$ cat src/rtl/max_count_config.sv
`default_nettype none
// ============================================================================
//  Module      : max_count_config
//  Description : Push-button editor for the counter's 16-bit upper limit.
//                The user edits the value one hex digit at a time and commits
//                it; the committed value only changes on an accepted commit or
//                on reset, so downstream never sees a partial edit.
//                Optional feature macro: MAXCNT_AUTOREPEAT_EN (hold-to-repeat
//                on btnUp).
//  Revision    : 1.0 - initial release
// ============================================================================
module max_count_config #(
    parameter logic [15:0] RESET_MAX     = 16'hFFFF,
    parameter int unsigned HOLD_CYCLES   = 50_000_000,
    parameter int unsigned REPEAT_CYCLES = 10_000_000
) (
    input  logic        clk,
    input  logic        rst,
    input  logic        btnMode,
    input  logic        btnNext,
    input  logic        btnUp,
    output logic [15:0] maxCount,
    output logic [15:0] editValue,
    output logic [1:0]  editDigit,
    output logic        editing,
    output logic        updated,
    output logic        rejected
);

    typedef enum logic [0:0] {
        ST_IDLE = 1'b0,
        ST_EDIT = 1'b1
    } state_t;

    // A zero hold or repeat period has no sensible meaning for auto-repeat.
    if (HOLD_CYCLES == 0 || REPEAT_CYCLES == 0) begin : g_paramCheck
        $error("max_count_config: HOLD_CYCLES and REPEAT_CYCLES must be non-zero");
    end

    state_t      r_state;
    state_t      w_stateNext;
    logic        r_modePrev;
    logic        r_nextPrev;
    logic        r_upPrev;
    logic [15:0] r_maxCount;
    logic [15:0] w_maxCountNext;
    logic [15:0] r_editValue;
    logic [15:0] w_editValueNext;
    logic [1:0]  r_editDigit;
    logic [1:0]  w_editDigitNext;
    logic        r_updated;
    logic        w_updatedNext;
    logic        r_rejected;
    logic        w_rejectedNext;
    logic        w_repeatStep;

    logic w_modeEdge;
    logic w_nextEdge;
    logic w_upEdge;

    assign w_modeEdge = btnMode & ~r_modePrev;
    assign w_nextEdge = btnNext & ~r_nextPrev;
    assign w_upEdge   = btnUp   & ~r_upPrev;

    // Increment one nibble modulo 16; neighbouring nibbles never see a carry.
    function automatic logic [15:0] incNibble(input logic [15:0] value, input logic [1:0] digit);
        logic [15:0] result;
        result = value;
        case (digit)
            2'd0:    result[3:0]   = value[3:0]   + 4'd1;
            2'd1:    result[7:4]   = value[7:4]   + 4'd1;
            2'd2:    result[11:8]  = value[11:8]  + 4'd1;
            default: result[15:12] = value[15:12] + 4'd1;
        endcase
        return result;
    endfunction

`ifdef MAXCNT_AUTOREPEAT_EN
    logic [31:0] r_repeatCnt;
    logic [31:0] w_repeatCntNext;
    logic        r_repeating;
    logic        w_repeatingNext;

    // Hold timer: counts cycles since the last step while btnUp stays high.
    // r_repeating selects the first (hold) or subsequent (repeat) period.
    always_comb begin
        w_repeatCntNext = 32'd0;
        w_repeatingNext = 1'b0;
        w_repeatStep    = 1'b0;
        if (r_state == ST_EDIT && btnUp && !w_modeEdge && !w_nextEdge) begin
            if (w_upEdge) begin
                w_repeatCntNext = 32'd1;
            end else if (r_repeatCnt != 32'd0) begin
                if (r_repeatCnt == (r_repeating ? REPEAT_CYCLES : HOLD_CYCLES)) begin
                    w_repeatStep    = 1'b1;
                    w_repeatCntNext = 32'd1;
                    w_repeatingNext = 1'b1;
                end else begin
                    w_repeatCntNext = r_repeatCnt + 32'd1;
                    w_repeatingNext = r_repeating;
                end
            end
        end
    end

    // Hold timer registers.
    always_ff @(posedge clk or posedge rst) begin
        if (rst) begin
            r_repeatCnt <= 32'd0;
            r_repeating <= 1'b0;
        end else begin
            r_repeatCnt <= w_repeatCntNext;
            r_repeating <= w_repeatingNext;
        end
    end
`else
    assign w_repeatStep = 1'b0;
`endif

    // Next-state and datapath decode; btnMode beats btnNext beats btnUp.
    always_comb begin
        w_stateNext     = r_state;
        w_maxCountNext  = r_maxCount;
        w_editValueNext = r_editValue;
        w_editDigitNext = r_editDigit;
        w_updatedNext   = 1'b0;
        w_rejectedNext  = 1'b0;
        case (r_state)
            ST_IDLE: begin
                if (w_modeEdge) begin
                    w_stateNext     = ST_EDIT;
                    w_editValueNext = r_maxCount;
                    w_editDigitNext = 2'd3;
                end
            end
            default: begin
                if (w_modeEdge) begin
                    if (r_editValue != 16'd0) begin
                        w_maxCountNext = r_editValue;
                        w_updatedNext  = 1'b1;
                        w_stateNext    = ST_IDLE;
                    end else begin
                        w_rejectedNext = 1'b1;
                    end
                end else if (w_nextEdge) begin
                    w_editDigitNext = r_editDigit - 2'd1;
                end else if (w_upEdge || w_repeatStep) begin
                    w_editValueNext = incNibble(r_editValue, r_editDigit);
                end
            end
        endcase
    end

    // State, edge-detect history and registered outputs.
    always_ff @(posedge clk or posedge rst) begin
        if (rst) begin
            r_state     <= ST_IDLE;
            r_modePrev  <= 1'b0;
            r_nextPrev  <= 1'b0;
            r_upPrev    <= 1'b0;
            r_maxCount  <= RESET_MAX;
            r_editValue <= RESET_MAX;
            r_editDigit <= 2'd3;
            r_updated   <= 1'b0;
            r_rejected  <= 1'b0;
        end else begin
            r_state     <= w_stateNext;
            r_modePrev  <= btnMode;
            r_nextPrev  <= btnNext;
            r_upPrev    <= btnUp;
            r_maxCount  <= w_maxCountNext;
            r_editValue <= w_editValueNext;
            r_editDigit <= w_editDigitNext;
            r_updated   <= w_updatedNext;
            r_rejected  <= w_rejectedNext;
        end
    end

    assign maxCount  = r_maxCount;
    assign editValue = r_editValue;
    assign editDigit = r_editDigit;
    assign editing   = (r_state == ST_EDIT);
    assign updated   = r_updated;
    assign rejected  = r_rejected;

endmodule
`default_nettype wire

$ cat config.mk
export PLATFORM = sky130hd
export DESIGN_NAME = max_count_config
export DESIGN_NICKNAME = d
export VERILOG_FILES = /design/src/rtl/max_count_config.sv
export SDC_FILE = /design/constraint.sdc
export NUM_CORES = 1
export LEC_CHECK = 0
export CORE_MARGIN = 1
export CORE_UTILIZATION = 29
export DETAILED_ROUTE_END_ITERATION = 7
export PLACE_DENSITY_LB_ADDON = 0.05
export SLEW_MARGIN = 5
export SYNTH_ARGS = -nofsm -noshare
export SYNTH_HDL_FRONTEND = slang
export SYNTH_SLANG_ARGS = --single-unit
$ cat constraint.sdc
create_clock -name clk -period 1.8 [get_ports clk]
set_clock_uncertainty 0.05 [all_clocks]
set_input_delay 0.36 -clock clk [delete_from_list [all_inputs] [get_ports clk]]
set_output_delay 0.36 -clock clk [all_outputs]
set_load 0.01 [all_outputs]
==> reports/qor.txt, run 1 <==
status: finished clean
Worst-Margin Slew: 0.338 ns
P per Cell Area: 1580 nW/um^2
antenna diode count: 0
Peak VDD IR: 580 uV
FILL cells: 690
die area: 7600 um^2
post-DP HPWL: 3890 um
placed cell area: 2850 um^2
Crit. End Element: register
Final period util: 97.6%
Final min period: 1.76 ns
HP Start: btnMode
hold slack: 0.236 ns
Worst Hold Class: in -> reg
Syn-to-layout area delta: 50.0%
crit path launch: btnNext
vias in the first global route: 1785
WP data required: 1.95 ns
post-synthesis cell area: 2100 um^2
total number of vias: 1758
Routed WL: 5430 um
Root Buffer: clkbuf_8
YS warnings: 0
Longest Clk Path Bufs: 2
drt drc: 0
final hold vios: 0
clock buffer count from CTS: 5
flop and latch count out of synthesis: 40
main flop type after synthesis: dfstp_2
Sequential Area: 1040 um^2
max_slew headroom: 77.2%
critical path startpoint category: input pin
I/O Buffers: 41
pin count of the biggest net entering global routing: 41
DR WL/cell: 14.9 um
Worst-Skew Late Latency: 0.30 ns
post-route cell area: 3150 um^2
P_leak: 1.47 nW
CTS HTree Levels: 2
# setup viols final: 0
CP arrival: 1.91 ns
Mapped Nets: 208
layout cells sized above 1: 38.3%
Yosys cell types: 40
antenna viol nets, final: 0
Reg-to-Reg Start: editValue[12]
Placed Cells: 352
Total GRT Usage: 15.8%
CP max FO: 10
CTS Hold Bufs: 0
Core ar.: 6910 um^2
commonest cells after routing, fill and taps aside: dfstp_2 (34), buf_4 (33), dlygate4sd2_1 (26)
antenna violations before repair: 0
maxcap violations: 0
routability cong.: 0.790
CTS clock-pin slew for the worst setup and hold paths: 0.08 ns
CTS tree: yes
EDFF count, synth: 0
post-route insts no fill: 365
commonest non-fill, non-tap cell in the layout: dfstp_2
unrepaired setup endpoints after global routing: no
io pins: 42
Layout Nets: 285
drt initial violations: 79
max-slew violation count: 0
num rows: 30
Initial Util: 30.5%
cell count after synthesis: 191
multi-input logic area: 1090 um^2
GRT overflow: 0
CTS Sinks: 40
Die H: 87.2 um
vias per cell: 4.82
TritonRoute pass-1 iters: 4
sequential fraction of the synthesis area: 49.6%
first-pass GRT wire length: 9090 um
die width: 87.2 um
critical path type: in -> reg
Synth async-reset ratio: 100%
Mean Syn Cell Area: 11.0 um^2
f_max: 0.569 GHz
power breakdown:
part | switching, W | internal, W | total (W)
Clock | 0.000338 | 0.000555 | 0.000893
Combinational | 0.00105 | 0.00120 | 0.00225
Sequential | 0.000330 | 0.00152 | 0.00185
path summary, 6_finish.rpt:
path                            endpoint  slack (ns)  depth (start not counted)
min in group asynchronous        updated        0.37                          3
setup / recovery           editValue[11]        0.04                          5
hold reg to reg            editValue[10]        0.45                          2
max in group asynchronous   editValue[9]        1.07                          3
hold / removal                r_modePrev        0.24                          1
setup reg to reg             maxCount[0]        0.09                          7
stage by stage:
| stage | setup TNS (ns) | power (W) | utilization [%] | setup slack (ns) |
|---|---|---|---|---|
| floorplan | 0 | 0.00293 | - | 0.137 |
| global placement | -4.76 | 0.00408 | 41.3 | -0.223 |
| detailed placement | -5.83 | 0.00414 | 41.3 | -0.276 |
| CTS | 0 | 0.00495 | 43.6 | 0.000142 |
| global route | 0 | 0.00537 | 45.7 | 0.000135 |
| finish | 0 | 0.00500 | 45.7 | 0.0427 |
critical path: stages:
cell and delay [ns]:
clkdlybuf4s50_1 0.41, nor2b_1 0.14, buf_4 0.18, or4_4 0.54
o311ai_1 0.27
area by class of cell:
class | count | area share [%]
clock buffer | 6 | 2.30
clock inverter | 2 | 1.90
inverter | 13 | 1.55
multi-input combinational | 129 | 34.5
sequential | 40 | 33.1
tap | 96 | 3.81
timing repair buffer | 79 | 22.9
metal layers:
layer	up-vias	global-route usage, %	wire [um]
met5	-	0	0
met4	0	4.02	55
met3	5	3.51	174
met2	31	27.0	2650
met1	876	20.2	2550
li1	846	-	-
what timing repair did:
action	CTS	global route
pin swaps	2	4
cloned	0	0
endpoints found under the setup margin	37	26
setup buffers	3	3
resized for setup	33	29
synthesized netlist by cell type (2+ instances only):
| library cell | number | area share [%] |
|---|---|---|
| nor4b_1 | 4 | 1.7 |
| a211oi_1 | 3 | 1.1 |
| nor2_1 | 6 | 1.1 |
| a21oi_1 | 17 | 4.0 |
| o311ai_1 | 2 | 0.83 |
| a22o_1 | 8 | 3.3 |
| nand3_1 | 8 | 1.9 |
| a2bb2oi_1 | 2 | 0.83 |
| buf_2 | 6 | 1.4 |
| nand4b_1 | 3 | 1.2 |
| o21ai_0 | 5 | 1.2 |
| nand2b_1 | 6 | 1.8 |
| nand2_1 | 12 | 2.1 |
| and2_1 | 3 | 0.89 |
| inv_1 | 13 | 2.3 |
| dfrtp_1 | 6 | 7.1 |
| o31ai_2 | 3 | 1.8 |
| ha_1 | 12 | 7.1 |
| nand4_1 | 2 | 0.59 |
| mux2_2 | 8 | 4.3 |
| mux2i_1 | 4 | 1.9 |
| o22ai_1 | 5 | 1.5 |
| dfstp_2 | 34 | 42 |
| xnor2_1 | 3 | 1.2 |
cell families after synthesis:
kind of cell	after synthesis	share of synthesized area [%]
adder cells (fa/ha/maj)	12	7.14
multiplexers	12	6.19
flip-flops	40	49.6
XOR/XNOR	3	1.25
AND/OR/NAND/NOR	54	15.4
buffers and inverters	22	4.82
AO/OA/AOI/OAI	48	15.6
flip-flops by register name, indices dropped and copies added, names as in the netlist:
name	flops
maxCount	16
editValue	16
updated	1
rejected	1
editDigit	2
r_modePrev	1
editing	1
r_upPrev	1
r_nextPrev	1
(Power assumes the default switching activity.)
==> run 2: changes to the inputs <==
- REMOVE_ABC_BUFFERS: not set -> 1
- SETUP_SLACK_MARGIN: not set -> 0.4
==> run 2 against run 1 <==
  * Global-route usage increased by 1.9 points
  * First-iteration DRC count decreased by 46%
  * Combinational power increased by 62%
==> reports/qor.txt, run 2 (synthesized netlist as in run 1, its figures left out) <==
Die H: 87.2 um
io pins: 42
antenna violations before repair: 0
TritonRoute pass-1 iters: 4
CTS HTree Levels: 2
Min-Delay Endpoint: r_nextPrev
placed cell area: 2850 um^2
antenna diode count: 0
final hold vios: 0
layout cells sized above 1: 71.0%
drt initial violations: 43
Worst-Margin Slew: 0.344 ns
clock buffer count from CTS: 5
Longest Clk Path Bufs: 2
Layout Nets: 340
status: finished clean
multi-input logic area: 1340 um^2
maxcap violations: 0
post-DP HPWL: 3780 um
P per Cell Area: 1580 nW/um^2
Final min period: 1.68 ns
die area: 7600 um^2
worst reg2reg endpoint: maxCount[8]
Root Buffer: clkbuf_8
CP max FO: 6
I/O Buffers: 41
Final period util: 93.5%
routability cong.: 0.770
Syn-to-layout area delta: 83.4%
Sequential Area: 1040 um^2
final core occ: 55.9%
commonest cells after routing, fill and taps aside: buf_4 (62), buf_6 (49), dfstp_2 (34)
HP Start: btnNext
Reg2Reg Depth: 7
Worst Hold Class: in -> reg
CTS clock-pin slew for the worst setup and hold paths: 0.08 ns
num rows: 30
vias in the first global route: 2047
pin count of the biggest net entering global routing: 41
Crit. End Element: register
total number of vias: 1996
post-route cell area: 3860 um^2
CTS tree: yes
CTS Sinks: 40
critical path startpoint category: register
max_slew headroom: 76.8%
hold slack: 0.278 ns
critical path type: reg -> reg
P_leak: 1.73 nW
antenna viol nets, final: 0
drt drc: 0
f_max: 0.594 GHz
Peak VDD IR: 715 uV
FILL cells: 623
# setup viols final: 0
CP arrival: 1.85 ns
unrepaired setup endpoints after global routing: yes
Worst-Skew Late Latency: 0.30 ns
reg2reg setup slack: 0.12 ns
WP data required: 1.97 ns
vias per cell: 4.75
first-pass GRT wire length: 10200 um
Core ar.: 6910 um^2
commonest non-fill, non-tap cell in the layout: buf_4
GRT overflow: 0
Reg-to-Reg Start: editValue[12]
max-slew violation count: 0
CTS Hold Bufs: 0
Routed WL: 6310 um
DR WL/cell: 15.0 um
Total GRT Usage: 17.6%
hold depth: 1
Initial Util: 30.5%
die width: 87.2 um
-- run 2: changes by cell type in the layout (fill, tap and decap cells not counted), moves of 8 or more --
| cell | change |
|---|---|
| buf_6 | +46 |
| buf_4 | +29 |
| dlymetal6s2s_1 | -9 |
| a21oi_1 | -10 |
| dlygate4sd2_1 | -21 |
| a21oi_2 | +8 |
| buf_2 | +13 |
-- run 2: how the worst max path moves through the flow --
| stage | startpoint | to | slack, ns |
|---|---|---|---|
| 6_report | editValue[12] | maxCount[8] | 0.12 |
| 5_1_grt | editValue[12] | maxCount[5] | 0.04 |
| 4_1_cts | editValue[4] | maxCount[0] | 0.07 |
| 3_5_place_dp | btnMode | editValue[6] | -0.30 |
| 3_3_place_gp | btnNext | editValue[11] | -0.21 |
| 2_1_floorplan | editing | maxCount[0] | -0.20 |
-- run 2: where the power goes --
part	total [W]	leakage (nW)	switching [W]	internal, W
clock	0.000583	0.0422	0.000310	0.000272
combinational	0.00364	1.25	0.00151	0.00213
sequential	0.00186	0.430	0.000340	0.00152
-- run 2: through the flow --
stage / setup WS (ns) / setup TNS (ns) / total power [W] / cells
after detailed placement: -0.297 / -5.40 / 0.00417 / 352
after global placement: -0.209 / -4.30 / 0.00414 / 352
final: 0.116 / 0 / 0.00608 / 420
after global routing: 0.0391 / 0 / 0.00650 / 420
after CTS: 0.0738 / 0 / 0.00554 / 406
after floorplan: -0.200 / -3.55 / 0.00291 / 182
-- run 2: cell type report --
type | instances | share of cell area [%]
Multi-Input combinational cell | 129 | 34.6
Timing Repair Buffer | 134 | 31.6
Sequential cell | 40 | 27.1
Tap cell | 96 | 3.11
Clock buffer | 7 | 1.98
Inverter | 13 | 1.46
Clock inverter | 1 | 0.130
-- run 2: metal layers --
| layer | track usage, % | part of all wire (%) |
|---|---|---|
| met1 | 23.1 | 46 |
| met2 | 29.6 | 50 |
| met3 | 3.03 | 2.9 |
| met4 | 5.66 | 1.1 |
| met5 | 0 | 0 |
-- run 2: worst max-delay path: stages (launching register included) --
cell,delay (ns)
dfstp_2,0.38
inv_2,0.07
ha_4,0.12
nor4bb_4,0.29
nand3_2,0.14
nand2_4,0.12
buf_12,0.13
mux2_4,0.30
-- run 2: what timing repair did --
action                     CTS  global route
setup buffers               44            14
resized for setup          230            48
gates cloned                 2             0
setup endpoints to repair   73            61
pin swaps                   24            13
==> run 3: changes to the inputs <==
- CORE_ASPECT_RATIO: not set -> 1.4
- CTS_CLUSTER_DIAMETER: not set -> 200
- HOLD_SLACK_MARGIN: not set -> 0.1
==> run 3 against run 2 <==
  * First-iteration DRC count increased by 44%
  * Hold slack got worse by 0.011 ns
  * Utilization down 2.3 points
  * Sequential power is essentially flat
  * Non-clock buffer count down 7
  * Sequential cell count stayed put
  * Register-to-register slack worse by 0.04 ns
  * Critical path type unchanged
  * Die area about the same
  * Critical path depth down 3
  * Via count shrank 1.1%
  * Setup slack got worse by 0.035 ns
  * Cell count shrank 1.9%
==> reports/qor.txt, run 3 (synthesized netlist as in run 1, its figures left out) <==
die width: 74.0 um
Longest Clk Path Bufs: 2
Cell Int Power: 0.00377 W
Tot Pwr: 0.00587 W
CTS Hold Bufs: 0
P_sw: 0.00209 W
CTS clock-pin slew for the worst setup and hold paths: 0.08 ns
CTS Sinks: 40
Total GRT Usage: 18.5%
Worst Hold Class: in -> reg
Worst-Skew Late Latency: 0.29 ns
vias per cell: 4.79
max-slew violation count: 0
routability cong.: 0.842
CP max stage delay: 0.62 ns
critical path type: reg -> reg
# setup viols final: 0
num rows: 36
Peak VDD IR: 770 uV
unrepaired setup endpoints after global routing: yes
family with the most delay on the worst path: flip-flops
first-pass GRT wire length: 10500 um
CP arrival: 1.87 ns
total number of vias: 1975
WP data required: 1.95 ns
max_slew headroom: 78.4%
I/O Buffers: 41
Final period util: 95.5%
placed cell area: 2870 um^2
final hold vios: 0
TritonRoute pass-1 iters: 4
Crit. End Element: register
die area: 7600 um^2
Final min period: 1.72 ns
M1 WL: 2700 um
Root Buffer: clkbuf_8
Worst-Margin Slew: 0.324 ns
antenna violations before repair: 0
sequence of cells on the critical path: ha_4 -> nand2_2 -> or4_4 -> o311ai_4
Clock power frac: 10.7%
post-route cell area: 3740 um^2
antenna viol nets, final: 0
critical path startpoint category: register
io pins: 42
status: finished clean
drt initial violations: 62
Comb power frac: 57.3%
commonest non-fill, non-tap cell in the layout: buf_4
Layout Nets: 333
CTS tree: yes
CP max FO: 4
critical path's slowest cell: dfstp_2
sum of buffers and inverters on the critical path: 0
clock buffer count from CTS: 5
commonest cells after routing, fill and taps aside: buf_4 (61), buf_6 (39), dfstp_2 (34)
Highest Signal Layer: met4
Core ar.: 6980 um^2
P_leak: 1.68 nW
sw frac: 35.7%
DR WL/cell: 16.0 um
post-DP HPWL: 4000 um
DR WL met2: 3540 um
vias in the first global route: 2063
met3 wire length: 208 um
sequential share of power: 32.0%
Initial Util: 30.1%
maxcap violations: 0
layout cells sized above 1: 68.8%
drt drc: 0
Syn-to-layout area delta: 77.7%
Die H: 103 um
f_max: 0.582 GHz
CTS HTree Levels: 2
P per Cell Area: 1570 nW/um^2
pin count of the biggest net entering global routing: 41
GRT overflow: 0
Routed WL: 6600 um
antenna diode count: 0
## run 3: cell types whose count changed in the layout (fill, tap and decap cells not counted), moves of 3 or more
cell	previous run	this run
a21oi_2	8	4
inv_2	4	7
buf_6	49	39
a21oi_1	7	13
inv_1	7	4
## run 3: cell type report
cell class	instances	area, um^2
inverters	13	53.8
flip-flops and latches	40	1040
well taps	95	119
multi-input cells	129	1300
repair buffers	127	1130
clock buffers	8	90.1
fillers	622	3240
## run 3: per-layer routing
metal / vias to the layer above / GRT usage [%]
met2: 46 / 33.1
met4: 0 / 6.66
met3: 10 / 2.74
met5: - / 0
met1: 983 / 22.2
li1: 936 / -
## run 3: metrics by stage
stage	TNS [ns]	util [%]	setup slack (ns)	hold slack (ns)	std cells
final	0	53.5	0.0814	0.267	412
after global routing	0	53.5	0.0287	0.261	412
after CTS	0	51.9	0.0988	0.259	405
after detailed placement	-5.21	41.0	-0.339	0.463	351
after global placement	-4.56	41.0	-0.216	0.441	351
after floorplan	-3.55	-	-0.200	0.341	182
## run 3: final timing paths
kind / from / end / slack [ns] / cells past startpoint
worst max-delay path: editDigit[1] / editValue[11] / 0.08 / 4
worst min-delay path: btnNext / r_nextPrev / 0.27 / 1
worst max register to register: editDigit[1] / editValue[11] / 0.08 / 4
worst min register to register: maxCount[14] / maxCount[14] / 0.53 / 1
max in group asynchronous: rst / editValue[8] / 1.06 / 3
min in group asynchronous: rst / editing / 0.38 / 3
## run 3: power groups by stage
stage / Sequential [W] / Combinational [W] / Clock [W]
5_1_grt: 0.00194 / 0.00364 / 0.000693
3_5_place_dp: 0.00191 / 0.00225 / 0
3_3_place_gp: 0.00190 / 0.00222 / 0
6_report: 0.00188 / 0.00336 / 0.000631
2_1_floorplan: 0.00211 / 0.000800 / 0
4_1_cts: 0.00186 / 0.00314 / 0.000662
## run 3: what timing repair did
action,4_1_cts,5_1_grt
setup endpoints to repair,74,59
resized for setup,246,15
buffers inserted,44,7
cloned,2,0
pin swaps,26,8
